**src/rtl/atomrvcore_iccm_loader_if.sv**
```systemverilog
// Byte-stream and ICCM write-port bundle for the boot loader.
// The loader takes the slave side. The byte source and the ICCM side take the master side.
interface atomrvcore_iccm_loader_if #(
    parameter int unsigned DATAWIDTH = 32,
    parameter int unsigned ADDRWIDTH = 32
);
    logic                 start_i;
    logic [15:0]          len_words_i;
    logic                 byte_valid_i;
    logic [7:0]           byte_i;
    logic                 byte_ready_o;
    logic                 iccm_we_o;
    logic [ADDRWIDTH-1:0] iccm_addr_o;
    logic [DATAWIDTH-1:0] iccm_data_o;

    modport slave (
        input  start_i, len_words_i, byte_valid_i, byte_i,
        output byte_ready_o, iccm_we_o, iccm_addr_o, iccm_data_o
    );

    modport master (
        output start_i, len_words_i, byte_valid_i, byte_i,
        input  byte_ready_o, iccm_we_o, iccm_addr_o, iccm_data_o
    );
endinterface

```
**src/rtl/atomrvcore_iccm_loader.sv**
```systemverilog
// Boot-time ICCM loader. It holds the core in PC reset and packs a little-endian byte
// stream into 32-bit words. It writes each word through the ICCM write port, then
// releases the core after a short settle window. Every output is a register or a
// decode of the registered state, so no input reaches an output combinationally.
module atomrvcore_iccm_loader #(
    parameter int unsigned          DATAWIDTH      = 32,
    parameter int unsigned          ADDRWIDTH      = 32,
    parameter logic [ADDRWIDTH-1:0] BASE_ADDR      = '0,
    parameter int unsigned          DEPTH_WORDS    = 1024,
    parameter int unsigned          TIMEOUT        = 1023,
    parameter int unsigned          RELEASE_CYCLES = 4
) (
    input  logic                           clk_i,
    input  logic                           rst_ni,
    atomrvcore_iccm_loader_if.slave        bus,
    output logic                           core_rst_o,
    output logic                           busy_o,
    output logic                           done_o,
    output logic                           err_o
);

    localparam int unsigned TMO_W = (TIMEOUT > 0) ? $clog2(TIMEOUT + 1) : 1;
    localparam int unsigned REL_W = (RELEASE_CYCLES > 1) ? $clog2(RELEASE_CYCLES) : 1;
    localparam logic [TMO_W-1:0] TMO_LAST = TMO_W'(TIMEOUT - 1);
    localparam logic [REL_W-1:0] REL_LAST = REL_W'(RELEASE_CYCLES - 1);

    typedef enum logic [2:0] {
        S_IDLE,
        S_COLLECT,
        S_WRITE,
        S_RELEASE,
        S_RUN,
        S_ERR
    } state_e;

    state_e               state_q, state_d;
    logic [15:0]          len_q, len_d;
    logic [15:0]          idx_q, idx_d;
    logic [1:0]           bcnt_q, bcnt_d;
    logic [23:0]          buf_q, buf_d;
    logic [TMO_W-1:0]     tmo_q, tmo_d;
    logic [REL_W-1:0]     rel_q, rel_d;
    logic [ADDRWIDTH-1:0] addr_q, addr_d;
    logic [DATAWIDTH-1:0] data_q, data_d;
    logic                 len_ok;

    // State and datapath registers, with synchronous active-low reset
    always_ff @(posedge clk_i) begin
        if (!rst_ni) begin
            state_q <= S_IDLE;
            len_q   <= '0;
            idx_q   <= '0;
            bcnt_q  <= '0;
            buf_q   <= '0;
            tmo_q   <= '0;
            rel_q   <= '0;
            addr_q  <= BASE_ADDR;
            data_q  <= '0;
        end else begin
            state_q <= state_d;
            len_q   <= len_d;
            idx_q   <= idx_d;
            bcnt_q  <= bcnt_d;
            buf_q   <= buf_d;
            tmo_q   <= tmo_d;
            rel_q   <= rel_d;
            addr_q  <= addr_d;
            data_q  <= data_d;
        end
    end

    // Next-state logic. The ICCM address and data are loaded when byte 3 arrives,
    // so the WRITE cycle drives them straight from registers.
    always_comb begin
        state_d = state_q;
        len_d   = len_q;
        idx_d   = idx_q;
        bcnt_d  = bcnt_q;
        buf_d   = buf_q;
        tmo_d   = tmo_q;
        rel_d   = rel_q;
        addr_d  = addr_q;
        data_d  = data_q;
        len_ok  = (bus.len_words_i != '0) && (32'(bus.len_words_i) <= DEPTH_WORDS);

        case (state_q)
            S_IDLE, S_RUN, S_ERR: begin
                if (bus.start_i) begin
                    if (len_ok) begin
                        state_d = S_COLLECT;
                        len_d   = bus.len_words_i;
                        idx_d   = '0;
                        bcnt_d  = '0;
                        tmo_d   = '0;
                    end else begin
                        state_d = S_ERR;
                    end
                end
            end
            S_COLLECT: begin
                if (bus.byte_valid_i) begin
                    // A byte arriving on the timeout edge takes priority over the abort.
                    tmo_d  = '0;
                    bcnt_d = bcnt_q + 2'd1;
                    case (bcnt_q)
                        2'd0: buf_d[7:0]   = bus.byte_i;
                        2'd1: buf_d[15:8]  = bus.byte_i;
                        2'd2: buf_d[23:16] = bus.byte_i;
                        default: begin
                            data_d  = {bus.byte_i, buf_q};
                            addr_d  = BASE_ADDR + ADDRWIDTH'({idx_q, 2'b00});
                            state_d = S_WRITE;
                        end
                    endcase
                end else if (tmo_q == TMO_LAST) begin
                    state_d = S_ERR;
                end else begin
                    tmo_d = tmo_q + 1'b1;
                end
            end
            S_WRITE: begin
                idx_d  = idx_q + 16'd1;
                bcnt_d = '0;
                tmo_d  = '0;
                rel_d  = '0;
                if (idx_q + 16'd1 == len_q) begin
                    state_d = (RELEASE_CYCLES == 0) ? S_RUN : S_RELEASE;
                end else begin
                    state_d = S_COLLECT;
                end
            end
            S_RELEASE: begin
                if (rel_q == REL_LAST) begin
                    state_d = S_RUN;
                end else begin
                    rel_d = rel_q + 1'b1;
                end
            end
            default: state_d = S_IDLE;
        endcase
    end

    // Output decode from registered state only
    always_comb begin
        bus.byte_ready_o = (state_q == S_COLLECT);
        bus.iccm_we_o    = (state_q == S_WRITE);
        bus.iccm_addr_o  = addr_q;
        bus.iccm_data_o  = data_q;
        core_rst_o       = (state_q != S_RUN);
        busy_o           = (state_q == S_COLLECT) || (state_q == S_WRITE) ||
                           (state_q == S_RELEASE);
        done_o           = (state_q == S_RUN);
        err_o            = (state_q == S_ERR);
    end

endmodule

```
**src/flat_wrapper.sv**
```systemverilog
// flat-port wrapper written by rule: the top's interface ports become plain ports
module atomrvcore_iccm_loader_flat 
#(
    parameter int unsigned          DATAWIDTH      = 32,
    parameter int unsigned          ADDRWIDTH      = 32,
    parameter logic [ADDRWIDTH-1:0] BASE_ADDR      = '0,
    parameter int unsigned          DEPTH_WORDS    = 1024,
    parameter int unsigned          TIMEOUT        = 1023,
    parameter int unsigned          RELEASE_CYCLES = 4
)
  (clk_i, rst_ni, core_rst_o, busy_o, done_o, err_o, bus_start_i, bus_len_words_i, bus_byte_valid_i, bus_byte_i, bus_byte_ready_o, bus_iccm_we_o, bus_iccm_addr_o, bus_iccm_data_o);
  atomrvcore_iccm_loader_if #(.DATAWIDTH(DATAWIDTH), .ADDRWIDTH(ADDRWIDTH)) bus_i ();
  input  logic clk_i;
  input  logic rst_ni;
  output logic core_rst_o;
  output logic busy_o;
  output logic done_o;
  output logic err_o;
  input wire logic [$bits(bus_i.start_i)-1:0] bus_start_i;
  input wire logic [$bits(bus_i.len_words_i)-1:0] bus_len_words_i;
  input wire logic [$bits(bus_i.byte_valid_i)-1:0] bus_byte_valid_i;
  input wire logic [$bits(bus_i.byte_i)-1:0] bus_byte_i;
  output wire logic [$bits(bus_i.byte_ready_o)-1:0] bus_byte_ready_o;
  output wire logic [$bits(bus_i.iccm_we_o)-1:0] bus_iccm_we_o;
  output wire logic [$bits(bus_i.iccm_addr_o)-1:0] bus_iccm_addr_o;
  output wire logic [$bits(bus_i.iccm_data_o)-1:0] bus_iccm_data_o;
  assign bus_i.start_i = bus_start_i;
  assign bus_i.len_words_i = bus_len_words_i;
  assign bus_i.byte_valid_i = bus_byte_valid_i;
  assign bus_i.byte_i = bus_byte_i;
  assign bus_byte_ready_o = bus_i.byte_ready_o;
  assign bus_iccm_we_o = bus_i.iccm_we_o;
  assign bus_iccm_addr_o = bus_i.iccm_addr_o;
  assign bus_iccm_data_o = bus_i.iccm_data_o;
  atomrvcore_iccm_loader #(.DATAWIDTH(DATAWIDTH), .ADDRWIDTH(ADDRWIDTH), .BASE_ADDR(BASE_ADDR), .DEPTH_WORDS(DEPTH_WORDS), .TIMEOUT(TIMEOUT), .RELEASE_CYCLES(RELEASE_CYCLES)) u_core (.clk_i(clk_i), .rst_ni(rst_ni), .bus(bus_i), .core_rst_o(core_rst_o), .busy_o(busy_o), .done_o(done_o), .err_o(err_o));
endmodule
```
**config.mk**
```make
export PLATFORM = sky130hd
export DESIGN_NAME = atomrvcore_iccm_loader_flat
export DESIGN_NICKNAME = d
export VERILOG_FILES = /design/src/rtl/atomrvcore_iccm_loader_if.sv /design/src/rtl/atomrvcore_iccm_loader.sv /design/src/flat_wrapper.sv
export SDC_FILE = /design/constraint.sdc
export NUM_CORES = 1
export LEC_CHECK = 0
export CORE_ASPECT_RATIO = 2
export CORE_MARGIN = 2
export CORE_UTILIZATION = 57
export CTS_CLUSTER_SIZE = 12
export DETAILED_ROUTE_END_ITERATION = 8
export MAX_ROUTING_LAYER = met4
export PLACE_DENSITY = 0.93
export SLEW_MARGIN = 10
export SYNTH_ARGS = -nofsm -noshare
export SYNTH_HDL_FRONTEND = slang
export SYNTH_SLANG_ARGS = --single-unit
```
**constraint.sdc**
```tcl
create_clock -name clk_i -period 3.9 [get_ports clk_i]
set_input_delay 0.78 -clock clk_i [delete_from_list [all_inputs] [get_ports clk_i]]
set_output_delay 0.78 -clock clk_i [all_outputs]
set_load 0.02 [all_outputs]
```
==> out/summary.txt, run 1 <==
Status: finished, final reports clean
Netlist cell types: 62
Post-Syn Area per Cell: 8.02 um2
Remaining Overflow, GRT: 0
Synth-to-layout area growth: 24.5%
Least-Margin Pin Slew: 0.924 ns
Final std cell area, no fill: 0.00683 mm2
Number of vias per cell: 5.95
Seq/Total Area, Yosys: 44.2%
DRC viols: 0
I/O Pins: 98
CP Launch Type: flop
Post-synthesis compound-gate area fraction: 17.4%
Final WL: 14200 um
VDD IR-drop max: 0.335 mV
Post_cts resized: 0
Synth Area in Adders: 1.83%
Clk_skew: 0.00695 ns
CTS tree: yes
Top FF cell, synth: dfxtp_1
Die Wd: 73.4 um
Vias in the first global route: 5043
Hold-fix buffers, CTS: 0
Drt first pass iters: 6
Worst path required time: 3.12 ns
Synthesized area: 0.00548 mm2
Initial antenna violation count: 0
Total negative slack: 0 ns
Simple-gate portion of the synthesized area: 25.2%
CTS Buffer Depth: 2
Ys Warns: 0
Clock power frac: 49.3%
Met3 wire len: 865 um
Clk Latency, worst-skew pair: 0.42 ns
Largest net degree at the start of global routing: 56
H-tree levels: 4
Worst-path fanout max: 17
Post-synth EDFFs: 0
Minimum clock period after layout: 3.45 ns
Part of the power in registers: 41.9%
CTS root buf: clkbuf_16
Worst EP arrival: 2.67 ns
Period utilization: 88.4%
Row count: 50
Die Span Y: 143 um
XOR/XNOR share of the synthesized area: 5.11%
Clock transition at path regs: 0.05 ns
Final setup viols: 0
Register area: 0.00242 mm2
Setup Fix Bufs, Post-CTS: 0
Port bufs: 81
Static Leak: 2.35 nW
Final worst slack: 0.453 ns
Critical path class: flop to primary output
Share of cells above drive strength 1: 7.74%
FILL cells: 686
Uppermost layer routed: met4
Sw power: 0.729 mW
Routed length on met1: 4920 um
Hold crit path type: flop to flop
Internal power: 2.33 mW
Core area: 0.00938 mm2
PwrDens: 448 mW/mm2
Total track usage: 28.8%
Final ANT Viol Nets: 0
Cells after Synth: 684
Largest family of logic cells by synthesized area: simple AND/OR/NAND/NOR gates
Placed Area: 0.00625 mm2
Routed length per instance: 16.4 um
Crit. End Element: primary output
DRT iter0 DRCs: 389
CTS Sinks: 121
Gate power share: 8.8%
Final Hold Vio Count: 0
Commonest non-fill, non-tap cells in the layout: 157 x nand2_1, 121 x dfxtp_1, 81 x a21oi_1, 81 x clkdlybuf4s50_1, 50 x nand3_1
Routed length on met2: 7590 um
Hold_ws: 0.452 ns
Pre-CTS WS: 0.893 ns
Max Clk Rate: 0.290 GHz
Initial Util: 58.4%
Final HPWL DP: 9780 um
Multiplexer share of the synthesized area: 0%
First-pass GRT wire length: 22600 um
Die ar.: 0.0105 mm2
Vias: 5152
Nets: 786
Max-cap violations: 0
FFs w/ async S/R, synth: 0%
Relative slew margins: 38.3%
Multi-input logic area: 0.00278 mm2
FF+latch count, synth: 121
GPL Wtd Cong: 0.871
Ant. Diodes: 0
Switching Fraction: 23.8%
Inserted Clock Buffers: 17
Max Slew Vio Count: 0
RSZ-0062 raised after global routing: no
Most common cell after layout, fill and taps aside: nand2_1
registers in the layout (all words and copies together) (netlist names):
signal and cells:
u_core.bcnt_q 2, u_core.buf_q 24, u_core.bus.iccm_addr_o 16, u_core.bus.iccm_data_o 32, u_core.idx_q 16, u_core.len_q 16, u_core.rel_q 2, u_core.state_q 3
u_core.tmo_q 10
Yosys cell counts (all sizes together), types with 4 or more instances:
library cell	count	area share, %
nand2	158	11
dfxtp	121	44
a21oi	82	7.6
nand3	51	4.9
nor2	36	2.6
clkbuf	30	2.1
buf	28	3.3
o21ai	27	2.5
xnor2	25	4.0
inv	12	0.82
and3	10	1.1
ha	8	1.8
nand4	8	0.91
nor3	8	0.73
a31oi	7	0.80
xor2	7	1.1
a211oi	6	1.0
nor4	5	1.2
a2111oi	4	0.98
o2111ai	4	0.64
metrics by stage:
stage | instances | utilization, % | total power, mW
4_1_cts | 866 | 72.7 | 3.07
3_3_place_gp | 835 | 66.7 | 1.56
6_report | 866 | 72.7 | 3.06
3_5_place_dp | 835 | 66.7 | 1.57
2_1_floorplan | 699 | - | 1.48
5_1_grt | 866 | 72.7 | 3.15
final timing paths:
| check | startpoint | end | slack, ns | cells past startpoint |
|---|---|---|---|---|
| setup reg to reg | u_core.state_q[1] | u_core.state_q[1] | 1.33 | 8 |
| setup / recovery | u_core.state_q[1] | bus_iccm_we_o | 0.45 | 5 |
| hold reg to reg | u_core.bus.iccm_data_o[5] | u_core.bus.iccm_data_o[5] | 0.45 | 2 |
| hold / removal | u_core.bus.iccm_data_o[5] | u_core.bus.iccm_data_o[5] | 0.45 | 2 |
power groups by stage:
| stage | Clock, mW | Sequential (mW) | Combinational [mW] |
|---|---|---|---|
| finish | 1.51 | 1.28 | 0.269 |
| global route | 1.57 | 1.28 | 0.292 |
| CTS | 1.52 | 1.28 | 0.267 |
| detailed placement | 0 | 1.31 | 0.264 |
| global placement | 0 | 1.30 | 0.256 |
| floorplan | 0 | 1.30 | 0.185 |
cell families (layout without fill, tap and decap cells):
group / count (synthesis) / count (layout)
buffers and inverters: 71 / 134
adders and majority gates: 8 / 8
other: 1 / 16
and+or+nand+nor: 298 / 298
AOI/OAI and AO/OA: 153 / 153
xor gates and xnor gates: 32 / 32
DFF: 121 / 121
worst max-delay path, stage by stage (launching register included):
cell	delay, ns
dfxtp_1	0.59
inv_1	0.26
nor2_1	0.24
nand2_2	0.18
inv_2	0.30
clkdlybuf4s50_1	0.68
per-layer routing:
metal | vias up | GRT usage (%)
li1 | 2451 | -
met1 | 2382 | 27.5
met2 | 253 | 50.3
met3 | 66 | 6.85
met4 | 0 | 17.9
met5 | - | -
final cells by class:
cell class | count | area share [%]
clock buffers | 22 | 6.95
clock inverters | 9 | 1.43
inverters | 13 | 0.715
multi-input cells | 507 | 40.7
flip-flops and latches | 121 | 35.5
well taps | 104 | 1.91
repair buffers | 90 | 12.9
Power figures use the tool's default switching activity.
==> run 2, diff against run 1 <==
- GPL_TIMING_DRIVEN: unset -> 0
- SLEW_MARGIN: 10 -> unset
==> run 2 against run 1 <==
Effect of this change: sequential share of layout area fell by 1.2 points; cell count increased by 5.7%; utilization up 2.5 points; die area did not move; combinational power rose by 12%; count of clock-buffer cells in the layout decreased by 1; total power up 2.5%; hold slack improved by 0.0011 ns; largest cell class unchanged; largest power group unchanged.
==> out/summary.txt, run 2 (same netlist as run 1, synthesis figures left out) <==
CP Launch Type: flop
CTS Buffer Depth: 2
Minimum clock period after layout: 3.43 ns
Vias in the first global route: 5507
Critical path buffer and inverter count: 3
Final HPWL DP: 11500 um
PwrDens: 444 mW/mm2
Most common cell after layout, fill and taps aside: nand2_1
Least-Margin Pin Slew: 0.788 ns
Max Slew Vio Count: 0
I/O Pins: 98
Inserted Clock Buffers: 17
FILL cells: 625
Clk_skew: 0.00701 ns
Total track usage: 32.6%
Hold crit path type: flop to flop
Ant. Diodes: 0
H-tree levels: 4
Die ar.: 0.0105 mm2
Final WL: 15900 um
DRC viols: 0
Setup Fix Bufs, Post-CTS: 0
Clock transition at path regs: 0.06 ns
Row count: 50
Largest net degree at the start of global routing: 17
Max-cap violations: 0
Crit-path cells: nand2b_1 -> nand2_2 -> inv_2 -> clkbuf_1 -> clkdlybuf4s50_1
DRT iter0 DRCs: 416
Worst path required time: 3.12 ns
Crit. End Element: primary output
First-pass GRT wire length: 25500 um
Share of cells above drive strength 1: 9.74%
Die Wd: 73.4 um
Clk Latency, worst-skew pair: 0.42 ns
Drt first pass iters: 6
CTS Sinks: 121
Vias: 5496
R2R Setup Slk: 1.01 ns
Initial antenna violation count: 0
Static Leak: 2.48 nW
Post-Layout Cell Count: 915
Die Span Y: 143 um
Commonest non-fill, non-tap cells in the layout: 157 x nand2_1, 121 x dfxtp_1, 81 x a21oi_1
Relative slew margins: 46.1%
Remaining Overflow, GRT: 0
Dpl cells: 883
Worst-path fanout max: 10
Synth-to-layout area growth: 28.8%
Final Hold Vio Count: 0
Port bufs: 80
Multi-input logic area: 0.00278 mm2
VDD IR-drop max: 0.340 mV
Status: finished, final reports clean
Largest register FFs: 32
Number of vias per cell: 6.01
Hold-fix buffers, CTS: 0
RSZ-0062 raised after global routing: no
Final setup viols: 0
Post_cts resized: 0
Max stage delay on crit path: 0.71 ns
Total negative slack: 0 ns
Core area: 0.00938 mm2
Initial Util: 58.4%
Register area: 0.00242 mm2
CP max-delay cell: clkdlybuf4s50_1
Family with the most delay on the worst path: buffers and inverters
Routed length per instance: 17.4 um
GPL Wtd Cong: 0.965
Max Clk Rate: 0.291 GHz
Final ANT Viol Nets: 0
Period utilization: 88.0%
Critical path class: flop to primary output
Worst EP arrival: 2.65 ns
CTS root buf: clkbuf_16
Nets: 834
CTS tree: yes
==> run 2: area by class of cell <==
cell class	count	share of cell area, %
Inverter	13	0.691
Sequential cell	121	34.3
Multi-Input combinational cell	507	39.3
Tap cell	104	1.84
Timing Repair Buffer	80	11.3
Clock buffer	21	6.66
Clock inverter	11	1.70
Buffer	58	4.15
==> run 2: routing by layer <==
layer / wire length [um] / global-route usage (%) / vias up / part of all wire [%]
met5: 0 / - / - / 0
met4: 1050 / 23.0 / 0 / 6.6
met3: 875 / 8.40 / 91 / 5.5
met2: 8690 / 58.6 / 284 / 55
met1: 5310 / 28.0 / 2567 / 33
li1: - / - / 2554 / -
==> run 2: worst reg2reg max path: cells and delay by family, from the launching register on <==
family / cells / cell delay, ns
AO/OA/AOI/OAI: 3 / 1.28
adder cells (fa/ha/maj): 1 / 0.28
flip-flops: 1 / 0.51
AND/OR/NAND/NOR: 3 / 0.70
==> run 2: per-stage QoR <==
stage          cell area (um2)  setup WS, ns  total power [mW]  utilization, %  hold slack [ns]
6_report                  7060         0.469              3.14            75.2            0.453
5_1_grt                   7060         0.345              3.21            75.2            0.478
4_1_cts                   7060         0.500              3.13            75.2            0.451
3_5_place_dp              6470         0.797              1.59            68.9            0.442
3_3_place_gp              6470         0.866              1.58            68.9            0.439
2_1_floorplan             5540          1.69              1.48               -            0.432
==> run 2: power by group <==
group          switching (mW)  internal, mW
logic                   0.192         0.109
registers              0.0205          1.26
clock network           0.573         0.987
==> run 2: worst paths after layout <==
path / depth (start not counted) / to / start
worst min register to register: 2 / u_core.bus.iccm_data_o[3] / u_core.buf_q[3]
worst max register to register: 7 / u_core.state_q[1] / u_core.idx_q[0]
worst min-delay path: 2 / u_core.bus.iccm_data_o[3] / u_core.buf_q[3]
worst max-delay path: 5 / bus_iccm_we_o / u_core.state_q[2]
==> run 3, diff against run 2 <==
- SLEW_MARGIN: unset -> 5
==> results of run 3 <==
Same layout as run 2: the final DEF is identical, and so are final timing and power.
